[src/rtl/seq_slice_adder.sv]
// seq_slice_adder: multi-cycle WIDTH-bit a+b+cin computed SLICE bits per cycle with a registered carry
module seq_slice_adder #(
  parameter int WIDTH = 16,
  parameter int SLICE = 4
) (
  input  logic             clk,
  input  logic             rst_n,
  input  logic             start,
  input  logic [WIDTH-1:0] a,
  input  logic [WIDTH-1:0] b,
  input  logic             cin,
  output logic             busy,
  output logic             done,
  output logic [WIDTH-1:0] sum,
  output logic             cout,
  output logic             ovf
);
  localparam int N = WIDTH / SLICE;
  localparam int CW = N > 1 ? $clog2(N) : 1;
  typedef enum logic {IDLE, RUN} state_t;
  state_t state, nxt;
  logic [WIDTH-1:0] ar, br, work, wnext;
  logic [WIDTH+SLICE-1:0] t;
  logic [SLICE:0] s;
  logic [CW-1:0] cnt;
  logic carry, last;
  always_comb begin
    s = {1'b0, ar[SLICE-1:0]} + {1'b0, br[SLICE-1:0]} + {{SLICE{1'b0}}, carry};
    t = {s[SLICE-1:0], work};
    wnext = t[WIDTH+SLICE-1:SLICE];
    last = cnt == CW'(N - 1);
  end
  always_ff @(posedge clk) state <= !rst_n ? IDLE : nxt;
  always_comb nxt = state == IDLE ? (start ? RUN : IDLE) : (last ? IDLE : RUN);
  always_comb busy = state == RUN;
  always_ff @(posedge clk) begin
    if (!rst_n) begin
      ar <= '0;
      br <= '0;
      work <= '0;
      carry <= 1'b0;
      cnt <= '0;
      done <= 1'b0;
      sum <= '0;
      cout <= 1'b0;
      ovf <= 1'b0;
    end else if (state == IDLE) begin
      done <= 1'b0;
      if (start) begin
        ar <= a;
        br <= b;
        carry <= cin;
        cnt <= '0;
        work <= '0;
      end
    end else begin
      ar <= ar >> SLICE;
      br <= br >> SLICE;
      carry <= s[SLICE];
      work <= wnext;
      cnt <= cnt + 1'b1;
      done <= last;
      if (last) begin
        sum <= wnext;
        cout <= s[SLICE];
        ovf <= (ar[SLICE-1] == br[SLICE-1]) && (wnext[WIDTH-1] != ar[SLICE-1]);
      end
    end
  end
endmodule
[config.mk]
export PLATFORM = sky130hd
export DESIGN_NAME = seq_slice_adder
export DESIGN_NICKNAME = d
export VERILOG_FILES = /design/src/rtl/seq_slice_adder.sv
export SDC_FILE = /design/constraint.sdc
export NUM_CORES = 1
export LEC_CHECK = 0
export ABC_AREA = 1
export ABC_CLOCK_PERIOD_IN_PS = 2100
export CAP_MARGIN = 25
export CORE_ASPECT_RATIO = 1.2
export CORE_MARGIN = 4
export CORE_UTILIZATION = 25
export CTS_CLUSTER_DIAMETER = 150
export DETAILED_ROUTE_END_ITERATION = 8
export GPL_ROUTABILITY_DRIVEN = 1
export GPL_TIMING_DRIVEN = 0
export PLACE_DENSITY_LB_ADDON = 0.12
export SKIP_CTS_REPAIR_TIMING = 1
export SLEW_MARGIN = 10
export SYNTH_ARGS = -nofsm -noshare
export SYNTH_HDL_FRONTEND = slang
export SYNTH_SLANG_ARGS = --single-unit
[constraint.sdc]
create_clock -name clk -period 2.1 [get_ports clk]
set_clock_uncertainty 0.05 [all_clocks]
set_input_delay 0.42 -clock clk [delete_from_list [all_inputs] [get_ports clk]]
set_output_delay 0.42 -clock clk [all_outputs]
set_load 0.02 [all_outputs]
==> summary.md <==
| Metric | Value |
|---|---|
| Worst-path clk slew | `0.06 ns` |
| Ant diodes | `0` |
| Via count | `2,388` |
| Maximum fanout along the worst path | `3` |
| Post-synthesis mux area share | `0%` |
| Asr flop ratio synth | `0%` |
| Period utilization | `87.4%` |
| WL per Instance | `13.2 um` |
| Setup ws final | `0.264 ns` |
| Global-route wire length before repair | `11.9 mm` |
| First-pass DRT Iterations | `4` |
| FF+latch count, synth | `67` |
| Initial Util | `25.8%` |
| Clock sink count | `67` |
| Mean number of vias per cell | `4.41` |
| Maximum VDD drop | `0.427 mV` |
| CTS tree | `done` |
| Share of cells above drive strength 1 | `10.9%` |
| Simple-gate share of the synthesized area | `22.8%` |
| Total Neg Setup Slack | `0 ns` |
| Core area | `0.0107 sq mm` |
| Total CTS buffers | `9` |
| Total Routing Usage GR | `11.9%` |
| WL final | `7.13 mm` |
| RSZ-0062 raised after global routing | `false` |
| Final Setup Violations | `0` |
| Placement Setup Slack | `0.123 ns` |
| Root Buffer | `clkbuf_16` |
| Power Density | `870 mW/mm^2` |
| GR Util met2 | `20.5%` |
| R2R setup slack | `0.26 ns` |
| Leakage | `1.66 nW` |
| Xor/xnor cell area share of the yosys netlist | `0.318%` |
| Cells after synthesis | `342` |
| Clk_lat worst skew | `0.33 ns` |
| Final hold vios | `0` |
| Startpoint type of the worst setup path | `flip-flop` |
| Io pins | `56` |
| Fmax | `545 MHz` |
| Residual DRC | `0` |
| Count of max-cap constraint violations | `0` |
| Post-synth top flop | `dfxtp_1` |
| Max-slew violation count | `0` |
| Ranking of synthesized cells by area | `dfxtp_1 (49%), nand2_1 (16%), inv_1 (5.2%), a22o_1 (4.8%), a21oi_1 (4.4%)` |
| H-tree levels | `3` |
| Port bufs | `54` |
| Row count | `41` |
| Sequential share of the synthesized area | `48.6%` |
| Mean Syn Cell Area | `8.06 sq um` |
| YS warnings | `0` |
| Largest family of logic cells by synthesized area | `simple AND/OR/NAND/NOR gates` |
| Largest net degree at the start of global routing | `13` |
| Global routing usage on met1 | `14.0%` |
| Post-layout nets | `449` |
| Vias in the first global route | `2,326` |
| Die area | `0.0128 sq mm` |
| Setup crit end kind | `flip-flop` |
| Status | `complete, no violations` |
| Initial DRC Count | `99` |
| Adder-Cell Fraction of Synth Area | `3.27%` |
| Die width | `104 um` |
| Fin crit period | `1.84 ns` |
| Clk buf depth | `2` |
| RD Place Congestion | `0.787` |
| CP required | `2.32 ns` |
| Netlist Area Pre-Place | `0.00276 sq mm` |
| Die Span Y | `123 um` |
| Critical path arrival | `2.05 ns` |
| Grt ovf | `0` |
| GRT Max-Usage Layer | `met2` |
| Post-synthesis compound-gate area fraction | `15.5%` |
| Least-Margin Pin Slew | `0.451 ns` |
| Met3 Track Usage GR | `2.98%` |
| FF/Latch Area | `0.00134 sq mm` |
| Syn Nets | `384` |
| EDFF count, synth | `0` |
| ANT nets after route | `0` |
| Setup CP Type | `flip-flop to flip-flop` |
| Top-count cell post-synth | `nand2_1` |
| Multi-input gate area | `0.00116 sq mm` |
| Top cells by count, synth | `nand2_1 (115), dfxtp_1 (67), inv_1 (38), a21oi_1 (24)` |
| Yosys cell types | `26` |
| HP Class | `input port to flip-flop` |
| Area leader, netlist | `dfxtp_1` |
| Area delta synth->final | `37.3%` |
| Hpwl dp | `5.30 mm` |
| Antenna violations before repair | `0` |
| Yosys top cell area share | `48.6%` |
| # fillers | `1,153` |
| Slew HR | `69.9%` |
==> layout by cell type, fill, tap and decap left out <==
cell type | synthesis | layout
a211oi_1 | 2 | 2
a21oi_1 | 24 | 24
a22o_1 | 15 | 15
a22oi_1 | 6 | 6
a31oi_1 | 1 | 1
buf_1 | 1 | 1
buf_12 | 1 | 1
buf_2 | 9 | 9
buf_4 | 3 | 3
buf_6 | 1 | 1
bufinv_16 | 0 | 2
clkbuf_1 | 1 | 1
clkbuf_16 | 0 | 9
clkbuf_8 | 0 | 1
clkdlybuf4s50_1 | 0 | 54
clkinv_2 | 0 | 1
clkinv_4 | 0 | 1
clkinvlp_4 | 0 | 2
dfxtp_1 | 67 | 67
fa_1 | 2 | 2
ha_1 | 4 | 4
inv_1 | 38 | 38
inv_2 | 3 | 3
nand2_1 | 115 | 115
nand2_2 | 8 | 8
nand2_4 | 1 | 1
nand3_1 | 15 | 15
nor2_1 | 5 | 5
nor2_4 | 2 | 2
nor2_8 | 1 | 1
o211ai_1 | 12 | 12
o21ai_0 | 4 | 4
xor2_1 | 1 | 1
==> final cells by class <==
| type | instances | area share (%) |
|---|---|---|
| Tap cell | 129 | 4.26 |
| Clock buffer | 10 | 6.31 |
| Multi-Input combinational cell | 218 | 30.5 |
| Clock inverter | 6 | 2.35 |
| Timing Repair Buffer | 54 | 14.3 |
| Buffer | 16 | 2.81 |
| Sequential cell | 67 | 35.4 |
| Inverter | 41 | 4.06 |
==> kinds of logic (layout without fill, tap and decap cells) <==
kind of cell	Yosys count	count (layout)
adder cells (fa/ha/maj)	6	6
AO/OA/AOI/OAI	64	64
AND/OR/NAND/NOR	147	147
flip-flops	67	67
XOR/XNOR	1	1
buffers and inverters	57	127
==> critical path, stage by stage, from the launching register on <==
cell and delay [ns]:
dfxtp_1 0.33, fa_1 0.49, fa_1 0.43, xor2_1 0.25, nand3_1 0.10, a21oi_1 0.13
==> routing by layer <==
layer	part of all wire, %	up-vias	wire (um)
met1	45	1074	3240
met3	4.9	14	350
met2	48	63	3400
met5	0	-	0
met4	2.0	0	140
li1	-	1237	-
==> registers in the layout, summed over array words and instances, names as in the netlist <==
| signal | flops |
|---|---|
| work | 12 |
| sum | 16 |
| ovf | 1 |
| busy | 1 |
| done | 1 |
| carry | 1 |
| cout | 1 |
| ar | 16 |
| br | 16 |
| cnt | 2 |
==> power by group <==
group	leakage, nW	internal (mW)	switching, mW	total (mW)
logic	0.963	0.140	0.174	0.314
clock network	0.155	1.07	0.564	1.63
registers	0.546	1.32	0.0270	1.35
==> path summary, 6_finish.rpt <==
path,startpoint,to,depth (start not counted)
max,ar[0],sum[14],5
min,rst_n,br[10],3
max reg2reg,ar[0],sum[14],5
min reg2reg,sum[15],sum[15],2
==> through the flow <==
step	area, sq um	power [mW]	utilization, %	std cells	hold WS (ns)
4_1_cts	3790	3.34	35.5	541	0.363
5_1_grt	3790	3.45	35.5	541	0.380
3_3_place_gp	3460	1.69	32.4	525	0.395
6_report	3790	3.29	35.5	541	0.374
3_5_place_dp	3460	1.69	32.4	525	0.398
2_1_floorplan	2760	1.55	-	342	0.382
(Power assumes the default switching activity.)
